[config.mk]
export PLATFORM = sky130hd
export DESIGN_NAME = tile_blitter
export DESIGN_NICKNAME = d
export VERILOG_FILES = /design/src/rtl/tile_pkg.sv /design/src/rtl/tile_addr_gen.sv /design/src/rtl/tile_blitter.sv
export SDC_FILE = /design/constraint.sdc
export NUM_CORES = 1
export LEC_CHECK = 0
export ABC_AREA = 1
export BUFFER_PORTS_ARGS = -buffer_cell sky130_fd_sc_hd__buf_2
export CORE_MARGIN = 1
export CORE_UTILIZATION = 49
export CTS_CLUSTER_SIZE = 12
export DETAILED_ROUTE_END_ITERATION = 10
export PLACE_DENSITY = 0.71
export SLEW_MARGIN = 5
export SYNTH_ARGS = -nofsm -noshare
export SYNTH_HDL_FRONTEND = slang
export SYNTH_SLANG_ARGS = --single-unit
[constraint.sdc]
create_clock -name clk -period 6.6 [get_ports clk]
set_clock_uncertainty 0.1 [all_clocks]
set_input_delay 0.66 -clock clk [delete_from_list [all_inputs] [get_ports clk]]
set_output_delay 0.66 -clock clk [all_outputs]
set_load 0.05 [all_outputs]
[src/rtl/tile_pkg.sv]
`default_nettype none
// ============================================================================
// Module      : tile_pkg
// Description : Shared types and constants for the tile blitter.
// Revision    : 1.0 - initial release
// ============================================================================
package tile_pkg;

    // Blitter control states
    typedef enum logic [2:0] {
        IDLE  = 3'd0,
        FETCH = 3'd1,
        EMIT  = 3'd2,
        ADV   = 3'd3,
        DONE  = 3'd4
    } state_t;

    // Each pixel is stored as R, G, B bytes in consecutive ROM locations
    localparam int BYTES_PER_PIX = 3;

    // Magenta is the conventional transparent key
    localparam logic [23:0] DEFAULT_KEY_RGB = 24'hFF00FF;

endpackage : tile_pkg
`default_nettype wire

[src/rtl/tile_addr_gen.sv]
`default_nettype none
// ============================================================================
// Module      : tile_addr_gen
// Description : Destination col/row raster counters, flip mapping and the
//               3*(srow*TILE_W+scol) byte offset of the pixel to fetch next.
// Revision    : 1.0 - initial release
// ============================================================================
module tile_addr_gen
    import tile_pkg::*;
#(
    parameter int TILE_W = 8,
    parameter int TILE_H = 8,
    parameter int ADDR_W = 12
) (
    input  logic                      clk,
    input  logic                      resetn,
    input  logic                      clear,
    input  logic                      step,
    input  logic                      flip_x,
    input  logic                      flip_y,
    output logic [$clog2(TILE_W)-1:0] col,
    output logic [$clog2(TILE_H)-1:0] row,
    output logic                      last,
    output logic [ADDR_W-1:0]         offset
);

    localparam int                   c_COL_W   = $clog2(TILE_W);
    localparam int                   c_ROW_W   = $clog2(TILE_H);
    localparam logic [c_COL_W-1:0]   c_COL_MAX = c_COL_W'(TILE_W - 1);
    localparam logic [c_ROW_W-1:0]   c_ROW_MAX = c_ROW_W'(TILE_H - 1);

    logic [c_COL_W-1:0]         r_col;
    logic [c_ROW_W-1:0]         r_row;
    logic [c_COL_W-1:0]         w_nxt_col;
    logic [c_ROW_W-1:0]         w_nxt_row;
    logic [c_COL_W-1:0]         w_sel_col;
    logic [c_ROW_W-1:0]         w_sel_row;
    logic [c_COL_W-1:0]         w_scol;
    logic [c_ROW_W-1:0]         w_srow;
    logic [c_COL_W+c_ROW_W-1:0] w_idx;
    logic [ADDR_W-1:0]          w_idx_ext;

    // Raster counters: held at the origin while idle, col runs fastest
    always_ff @(posedge clk or negedge resetn) begin
        if (!resetn) begin
            r_col <= '0;
            r_row <= '0;
        end else if (clear) begin
            r_col <= '0;
            r_row <= '0;
        end else if (step) begin
            r_col <= w_nxt_col;
            r_row <= w_nxt_row;
        end
    end

    // Offset of the pixel about to be fetched: the origin when idle,
    // otherwise the raster successor of the current position. With
    // power-of-two sizes, W-1-c is ~c and srow*W+scol is a concatenation.
    always_comb begin
        w_nxt_col = r_col + c_COL_W'(1);
        w_nxt_row = (r_col == c_COL_MAX) ? r_row + c_ROW_W'(1) : r_row;
        w_sel_col = clear ? '0 : w_nxt_col;
        w_sel_row = clear ? '0 : w_nxt_row;
        w_scol    = flip_x ? ~w_sel_col : w_sel_col;
        w_srow    = flip_y ? ~w_sel_row : w_sel_row;
        w_idx     = {w_srow, w_scol};
        w_idx_ext = ADDR_W'(w_idx);
        offset    = (w_idx_ext << 1) + w_idx_ext;
    end

    assign col  = r_col;
    assign row  = r_row;
    assign last = (r_col == c_COL_MAX) && (r_row == c_ROW_MAX);

endmodule : tile_addr_gen
`default_nettype wire

[src/rtl/tile_blitter.sv]
`default_nettype none
// ============================================================================
// Module      : tile_blitter
// Description : Copies a TILE_W x TILE_H RGB tile from a byte-wide ROM to a
//               valid/ready pixel-write stream, with flips, colour keying
//               and a configurable ROM read latency.
// Revision    : 1.0 - initial release
// ============================================================================
module tile_blitter
    import tile_pkg::*;
#(
    parameter int          TILE_W      = 8,
    parameter int          TILE_H      = 8,
    parameter int          COORD_W     = 8,
    parameter int          ADDR_W      = 12,
    parameter int          ROM_LATENCY = 1,
    parameter logic [23:0] KEY_RGB     = DEFAULT_KEY_RGB
) (
    input  logic               clk,
    input  logic               resetn,
    input  logic               start,
    input  logic [ADDR_W-1:0]  tile_base,
    input  logic [COORD_W-1:0] x_pos,
    input  logic [COORD_W-1:0] y_pos,
    input  logic               flip_x,
    input  logic               flip_y,
    input  logic               key_en,
    output logic [ADDR_W-1:0]  rom_addr,
    input  logic [7:0]         rom_data,
    output logic               pix_valid,
    input  logic               pix_ready,
    output logic [COORD_W-1:0] pix_x,
    output logic [COORD_W-1:0] pix_y,
    output logic [23:0]        pix_rgb,
    output logic               busy,
    output logic               done
);

    localparam int c_COL_W = $clog2(TILE_W);
    localparam int c_ROW_W = $clog2(TILE_H);

    state_t               r_state;
    state_t               w_state_nxt;

    logic [ADDR_W-1:0]    r_base;
    logic [COORD_W-1:0]   r_x;
    logic [COORD_W-1:0]   r_y;
    logic                 r_flip_x;
    logic                 r_flip_y;
    logic                 r_key_en;

    logic [1:0]           r_issue;
    logic [ROM_LATENCY-1:0] r_tag_vld;
    logic [1:0]           r_tag_slot [ROM_LATENCY];
    logic [7:0]           r_red;
    logic [7:0]           r_grn;

    logic                 w_idle;
    logic                 w_start;
    logic                 w_fetch;
    logic                 w_issue;
    logic                 w_load_addr;
    logic                 w_fx_sel;
    logic                 w_fy_sel;
    logic [ADDR_W-1:0]    w_base_sel;
    logic [ADDR_W-1:0]    w_offset;
    logic [c_COL_W-1:0]   w_col;
    logic [c_ROW_W-1:0]   w_row;
    logic                 w_last;
    logic                 w_cap_vld;
    logic [1:0]           w_cap_slot;
    logic                 w_cap_b;
    logic [23:0]          w_rgb;
    logic                 w_keyed;

    assign w_idle   = (r_state == IDLE);
    assign w_start  = w_idle && start;
    assign w_fetch  = (r_state == FETCH);
    assign w_issue  = w_fetch && (r_issue < 2'(BYTES_PER_PIX));

    // While idle the first address is formed straight from the request inputs
    assign w_fx_sel   = w_idle ? flip_x    : r_flip_x;
    assign w_fy_sel   = w_idle ? flip_y    : r_flip_y;
    assign w_base_sel = w_idle ? tile_base : r_base;
    assign w_load_addr = w_start || ((r_state == ADV) && !w_last);

    tile_addr_gen #(
        .TILE_W (TILE_W),
        .TILE_H (TILE_H),
        .ADDR_W (ADDR_W)
    ) u_addr_gen (
        .clk    (clk),
        .resetn (resetn),
        .clear  (w_idle),
        .step   ((r_state == ADV) && !w_last),
        .flip_x (w_fx_sel),
        .flip_y (w_fy_sel),
        .col    (w_col),
        .row    (w_row),
        .last   (w_last),
        .offset (w_offset)
    );

    assign w_cap_vld  = r_tag_vld[ROM_LATENCY-1];
    assign w_cap_slot = r_tag_slot[ROM_LATENCY-1];
    assign w_cap_b    = w_cap_vld && (w_cap_slot == 2'd2);
    assign w_rgb      = {r_red, r_grn, rom_data};
    assign w_keyed    = r_key_en && (w_rgb == KEY_RGB);

    // Request parameters are captured once when a draw is accepted
    always_ff @(posedge clk or negedge resetn) begin
        if (!resetn) begin
            r_base   <= '0;
            r_x      <= '0;
            r_y      <= '0;
            r_flip_x <= 1'b0;
            r_flip_y <= 1'b0;
            r_key_en <= 1'b0;
        end else if (w_start) begin
            r_base   <= tile_base;
            r_x      <= x_pos;
            r_y      <= y_pos;
            r_flip_x <= flip_x;
            r_flip_y <= flip_y;
            r_key_en <= key_en;
        end
    end

    // State register
    always_ff @(posedge clk or negedge resetn) begin
        if (!resetn) begin
            r_state <= IDLE;
        end else begin
            r_state <= w_state_nxt;
        end
    end

    // Next-state logic; FETCH ends on the cycle the B byte is captured
    always_comb begin
        w_state_nxt = r_state;
        case (r_state)
            IDLE:    if (start)     w_state_nxt = FETCH;
            FETCH:   if (w_cap_b)   w_state_nxt = w_keyed ? ADV : EMIT;
            EMIT:    if (pix_ready) w_state_nxt = ADV;
            ADV:     w_state_nxt = w_last ? DONE : FETCH;
            DONE:    w_state_nxt = IDLE;
            default: w_state_nxt = IDLE;
        endcase
    end

    // Byte-issue counter: R, G, B addresses go out on FETCH cycles 0..2
    always_ff @(posedge clk or negedge resetn) begin
        if (!resetn) begin
            r_issue <= '0;
        end else if (!w_fetch) begin
            r_issue <= '0;
        end else if (w_issue) begin
            r_issue <= r_issue + 2'd1;
        end
    end

    // ROM address: pixel base on entry to FETCH, then +1 for G and B
    always_ff @(posedge clk or negedge resetn) begin
        if (!resetn) begin
            rom_addr <= '0;
        end else if (w_load_addr) begin
            rom_addr <= w_base_sel + w_offset;
        end else if (w_fetch && (r_issue < 2'(BYTES_PER_PIX - 1))) begin
            rom_addr <= rom_addr + ADDR_W'(1);
        end
    end

    // Latency pipe tagging which colour slot each returning byte belongs to
    always_ff @(posedge clk or negedge resetn) begin
        if (!resetn) begin
            r_tag_vld <= '0;
            for (int i = 0; i < ROM_LATENCY; i++) begin
                r_tag_slot[i] <= '0;
            end
        end else begin
            r_tag_vld[0]  <= w_issue;
            r_tag_slot[0] <= r_issue;
            for (int i = 1; i < ROM_LATENCY; i++) begin
                r_tag_vld[i]  <= r_tag_vld[i-1];
                r_tag_slot[i] <= r_tag_slot[i-1];
            end
        end
    end

    // Hold R and G until B arrives and the pixel can be judged as a whole
    always_ff @(posedge clk or negedge resetn) begin
        if (!resetn) begin
            r_red <= '0;
            r_grn <= '0;
        end else if (w_cap_vld) begin
            if (w_cap_slot == 2'd0) r_red <= rom_data;
            if (w_cap_slot == 2'd1) r_grn <= rom_data;
        end
    end

    // Pixel output registers, loaded when an opaque pixel enters EMIT and
    // otherwise held, so they stay stable through back-pressure
    always_ff @(posedge clk or negedge resetn) begin
        if (!resetn) begin
            pix_x   <= '0;
            pix_y   <= '0;
            pix_rgb <= '0;
        end else if (w_cap_b && w_fetch && !w_keyed) begin
            pix_x   <= r_x + COORD_W'(w_col);
            pix_y   <= r_y + COORD_W'(w_row);
            pix_rgb <= w_rgb;
        end
    end

    assign pix_valid = (r_state == EMIT);
    assign busy      = !w_idle;
    assign done      = (r_state == DONE);

endmodule : tile_blitter
`default_nettype wire

## Word-level counts from Yosys, hierarchy flattened

Index checks and enable logic that the tools add are counted.

| storage, ports and cells | value |
|---|---|
| flip-flop bits (word level) | 113 |
| input bits | 43 |
| output and inout bits | 55 |
| word-level logic and storage cells | 85 |

| cells by class | value |
|---|---|
| add/sub/neg operators | 8 |
| magnitude comparators | 2 |
| equal/unequal tests | 13 |
| multiplexer cells | 22 |
| bitwise operators | 2 |
| reductions and logical operators | 20 |

Operators with widths:

| cell | number |
|---|---|
| 3-bit 2-to-1 mux | 13 |
| 12-bit 2-to-1 mux | 3 |
| 24-bit equality test, second input constant | 1 |
| 8-bit by 3-bit adder with 8-bit output | 2 |
| 12-bit by 1-bit adder with 12-bit output, second input constant | 1 |
| 12-bit adder | 1 |
| 3-bit case mux with 4 select lines | 1 |
| 3-bit equality test, second input constant | 3 |
| 1-bit logical AND | 9 |
| 7-bit by 6-bit adder with 8-bit output | 1 |
| 3-bit by 1-bit adder with 3-bit output, second input constant | 2 |
| 3-bit by 2-bit equality test with 1-bit output, second input constant | 2 |
| 2-bit by 1-bit inequality test with 1-bit output, second input constant | 3 |
| 3-bit inverter | 2 |
| 2-bit less-than comparator, second input constant | 2 |
| 2-bit 2-to-1 mux | 2 |
| 2-bit AND reduction | 2 |
| 2-bit nonzero test | 2 |
| 3-bit by 1-bit equality test with 1-bit output, second input constant | 1 |
| 1-bit zero test | 3 |
| 3-bit zero test | 1 |
| 1-bit 2-to-1 mux | 3 |
| 3-bit AND reduction | 1 |
| 2-bit by 1-bit adder with 2-bit output, second input constant | 1 |
| other kinds (5) | 5 |

## Longest topological paths before layout

| depth | value |
|---|---|
| depth in word-level cells | 8 |
| depth in mapped cells | 29 |
| gate-level depth less buffers | 29 |

## Hierarchy

From an unflattened synthesis, not the netlist that was laid out.

| unflattened totals | value |
|---|---|
| cell total of the unflattened synthesis | 799 |
| area, all modules | 6,442.4 um^2 |

By module, submodules not included:

| module | times used | cells each | area each (um^2) | seq. area each (um^2) |
|---|---|---|---|---|
| tile_blitter | 1 | 697 | 5,724.2 | 2,677.6 |
| tile_addr_gen | 1 | 102 | 718.2 | 150.1 |

## Worst setup path after synthesis

Ideal clock, no wire load.

| timing path | value |
|---|---|
| kind | flip-flop to flip-flop |
| start point | reg u_addr_gen.r_col[0] (netlist: u_addr_gen.col[0]) |
| end point | reg rom_addr[11] |
| setup time | 117 ps |
| data arrival time | 3,102 ps |
| required time | 6,383 ps |
| setup slack | 3,280 ps |
| cell stages (with the launch flop) | 26 |
| path buffers | 0 |
| clock period less this slack | 3,320 ps |
| cells stage by stage | dfrtp_1 > ha_1 > ha_1 > inv_1 > nand2_1 > nand2_1 > nand2_4 > nand3_1 > nand2_2 > ha_1 > inv_1 > nor3_2 > inv_1 > nor2_1 > nor2_1 > xor2_1 > ha_1 > nand2_1 > nand2_1 > nand3_1 > nand3_1 > nand3_1 > nand2_1 > nand3_1 > nand3_1 > nand2_1 |

| on the way | value |
|---|---|
| longest elaborated chain between the ends | 8 |
| elaborated cells between the ends (all ways) | 17 |
| those cells by class | 3 x add/sub; 1 x eq/ne; 6 x mux; 2 x bitwise; 5 x reduce/logical |

RTL lines:

| element | line | source |
|---|---|---|
| start, declared | tile_addr_gen.sv:32 | `logic [c_COL_W-1:0] r_col;` |
| start signal, assigned | tile_addr_gen.sv:52 | `r_col <= w_nxt_col;` |
| branches (longest 8 deep; another with 12-bit adder) | -- |  |
| end signal, assigned | tile_blitter.sv:167 | `rom_addr <= w_base_sel + w_offset;` |
| end signal, assigned | tile_blitter.sv:169 | `rom_addr <= rom_addr + ADDR_W'(1);` |
| end, declared | tile_blitter.sv:28 | `output logic [ADDR_W-1:0] rom_addr,` |

Parallel ways; which one is timed is not known.
A chain may end at the register's enable or synchronous reset.

## Worst setup path in the final report

Ends and elaborated chain as after synthesis.

==> flow_summary_export.csv <==
group,metric,value,unit
clocking,root_buffer,"clkbuf_16",
sta,layout_setup_ws,2882,ps
routing,finalWirelength,13.21,mm
final_layout,layout-drive-gt1-share,0.1981,
synthesis,syn_nets,804,
power,power_switching,0.002093,W
power,power_density,605.4,mW/mm2
global_route,grt_pass1_wl,22.35,mm
critical_path,end_kind,"flip-flop",
clocking,cts_resized,0,
critical_path,r2r_slack,2880,ps
synthesis,synth_mux_area_frac,0.02052,
clocking,cts_hold_buf,0,
critical_path,crit_family,"simple AND/OR/NAND/NOR gates",
sta,tightest_slew,1086,ps
synthesis,yosysWarnings,0,
floorplanning,num_rows,40,
clocking,cts_made_buffers,17,
synthesis,async_flop_share,1.000,
global_route,track_usage,0.2240,
clocking,clk_path_buf_depth,2,
synthesis,synth_ff_type,"dfrtp_1",
run_status,status,"completed",
synthesis,avgSynthCellArea,8.212,um2
clocking,post-cts-setup-buffers,0,
clocking,clk_pin_slew,50,ps
synthesis,synth_xor_area_frac,0.03192,
place,io_buffers,97,
synthesis,ys_ff_latch,113,
critical_path,r2r_end,"rom_addr[11]",
clocking,clock_sinks,113,
floorplanning,chipHeight,113.0,um
synthesis,ys_seq_area_frac,0.4685,
critical_path,critPathKind,"flip-flop to flip-flop",
sta,fmax,269.0,MHz
global_route,antenna_found_initial,0,
flow_run,maxCapViolCount,0,
floorplanning,core-area,0.01201,mm2
routing,drt_pre_antenna_iters,5,
sta,rsz0062_at_grt,"no",
synthesis,synth_cells,735,
critical_path,worstPathArrival,3920,ps
global_route,grt-ovfl-total,0,
final_layout,nets,899,
routing,routedWlPerCell,13.34,um
final_layout,num_antenna_cells,0,
routing,vias,5028,
power,peakVddDrop,405.4,uV
global_route,grt_start_max_net_pins,71,
critical_path,worstPathRequired,6810,ps
min_path,hp-class,"input pin to asynchronous set/reset pin",
power,p_sw_frac,0.4818,
floorplanning,die_w,113.0,um
place,place.gp.congestion,0.8345,
sta,slew-limit-headroom,0.2733,
floorplanning,pin_count,98,
synthesis,synth-compound-area-share,0.1115,
synthesis,synth-edff-count,0,
power,p_comb_frac,0.515,
synthesis,ys_types,43,
critical_path,cp-start-kind,"flip-flop",
power,leakage,3.805,nW
global_route,grt_pass1_vias,4829,
sta,min_period,3718,ps
routing,drcViolationCount,0,
critical_path,crit_path_max_fanout,6,
routing,viasPerCell,5.079,
synthesis,yosys.area_share.adder,0.05763,
critical_path,r2r_start,"u_addr_gen.col[0]",
critical_path,crit_slowest_cell,"dfrtp_1",
floorplanning,initial_core_util,0.5025,
power,p_clk_frac,0.205,
sta,tns,0,ps
floorplanning,dieArea,0.01277,mm2
synthesis,synth_simple_gate_area_frac,0.2342,
sta,setup_viol,0,
final_layout,synthToLayoutAreaGrowth,18.91,%
routing,antenna_left,0,
sta,finalCritPeriodShare,0.5633,
power,seqPwrFrac,0.279,
clocking,cts_tree,"done",
clocking,htreeDepth,4,
sta,drv_slew,0,
place,hpwlAfterDp,9.494,mm
critical_path,cpPeakStageDelay,430,ps
place,place_ws,2921,ps
power,power.internal,0.002252,W
synthesis,synth_top_family_by_area,"simple AND/OR/NAND/NOR gates",
routing,drtIter0Drc,296,
critical_path,crit_buf_inv,2,
synthesis,netlist_area,0.006036,mm2
sta,hold_viol,0,
clocking,clock_latency,420,ps
critical_path,ff2ff_path_depth,26,
[layer usage]
metal	up-vias	global-route usage	part of all wire
met5	-	0	0
met4	0	0.09298	0.021
met3	21	0.05356	0.044
met2	116	0.3778	0.48
met1	2319	0.2770	0.45
li1	2572	-	-
[cell usage after synthesis (4+ instances only)]
| cell type | n | area, um2 |
|---|---|---|
| nand2_2 | 8 | 50.05 |
| a21oi_1 | 20 | 100.1 |
| ha_1 | 23 | 287.8 |
| inv_2 | 6 | 22.52 |
| nand3_1 | 52 | 260.3 |
| nand4_1 | 5 | 31.28 |
| nor3_1 | 5 | 25.02 |
| xnor2_1 | 4 | 35.03 |
| inv_1 | 82 | 307.8 |
| dfrtp_1 | 113 | 2828 |
| nor2_1 | 41 | 153.9 |
| xor2_1 | 18 | 157.7 |
| o21ai_0 | 83 | 415.4 |
| nand2_4 | 4 | 45.04 |
| buf_2 | 9 | 45.04 |
| clkbuf_1 | 10 | 37.54 |
| nand2_1 | 199 | 747.0 |
| o21ai_1 | 6 | 30.03 |
| mux2_2 | 11 | 123.9 |
[sequential cells by signal, summed over array words and instances, names as in the netlist, 8 cells and up]
signal    count
rom_addr     12
r_y           8
r_x           8
r_red         8
r_grn         8
pix_rgb      24
pix_y         8
r_base       12
pix_x         8
[worst max-delay path by stage]
stage	startpoint	end	depth (start not counted)
after floorplan	u_addr_gen.col[0]	rom_addr[11]	25
after global placement	u_addr_gen.col[0]	rom_addr[11]	26
after detailed placement	u_addr_gen.col[0]	rom_addr[11]	26
after CTS	u_addr_gen.col[0]	rom_addr[11]	26
after global routing	r_state[1]	rom_addr[11]	24
final	u_addr_gen.col[0]	rom_addr[11]	26
[metrics by stage]
| stage | hold slack [ps] | instance area [um2] | util | total power [W] | instances |
|---|---|---|---|---|---|
| global route | 169.7 | 7177 | 0.5975 | 0.004718 | 990 |
| global placement | 290.5 | 6596 | 0.5492 | 0.003403 | 958 |
| floorplan | 264.4 | 6036 | - | 0.002984 | 735 |
| detailed placement | 308.2 | 6596 | 0.5492 | 0.003452 | 958 |
| finish | 135.3 | 7177 | 0.5975 | 0.004345 | 990 |
| CTS | 154.1 | 7177 | 0.5975 | 0.004375 | 990 |
[placed cells by master (no fill, tap or decap), types with 4 or more instances in the layout]
| master | count |
|---|---|
| a21oi_1 | 20 |
| buf_2 | 96 |
| clkbuf_16 | 17 |
| clkinv_2 | 5 |
| dfrtp_1 | 113 |
| ha_1 | 23 |
| inv_1 | 82 |
| inv_2 | 6 |
| mux2_2 | 11 |
| nand2_1 | 198 |
| nand2_2 | 9 |
| nand2_4 | 4 |
| nand3_1 | 52 |
| nand4_1 | 5 |
| nor2_1 | 41 |
| nor3_1 | 5 |
| o21ai_0 | 83 |
| o21ai_1 | 6 |
| xnor2_1 | 4 |
| xor2_1 | 18 |
[power groups by stage]
stage	clock [W]	combinational [W]	sequential, W
finish	0.000891	0.00224	0.00121
global route	0.000938	0.00253	0.00125
CTS	0.000908	0.00225	0.00121
detailed placement	0	0.00223	0.00122
global placement	0	0.00220	0.00120
floorplan	0	0.00132	0.00167
[kinds of logic (layout without fill, tap and decap cells)]
family / Yosys count / after routing
flip-flops: 113 / 113
buffers and inverters: 111 / 219
XOR/XNOR: 22 / 22
AO/OA/AOI/OAI: 126 / 126
adder cells (fa/ha/maj): 26 / 26
multiplexers: 11 / 11
AND/OR/NAND/NOR: 326 / 326
[cell type report]
type,count,area [um2]
fillers,1078,4835
flip-flops and latches,113,2828
multi-input cells,511,2754
repair buffers,98,495.5
clock buffers,19,442.9
inverters,89,335.3
well taps,147,183.9
clock inverters,13,137.6
Note: power is estimated with default switching activity, not from simulation.
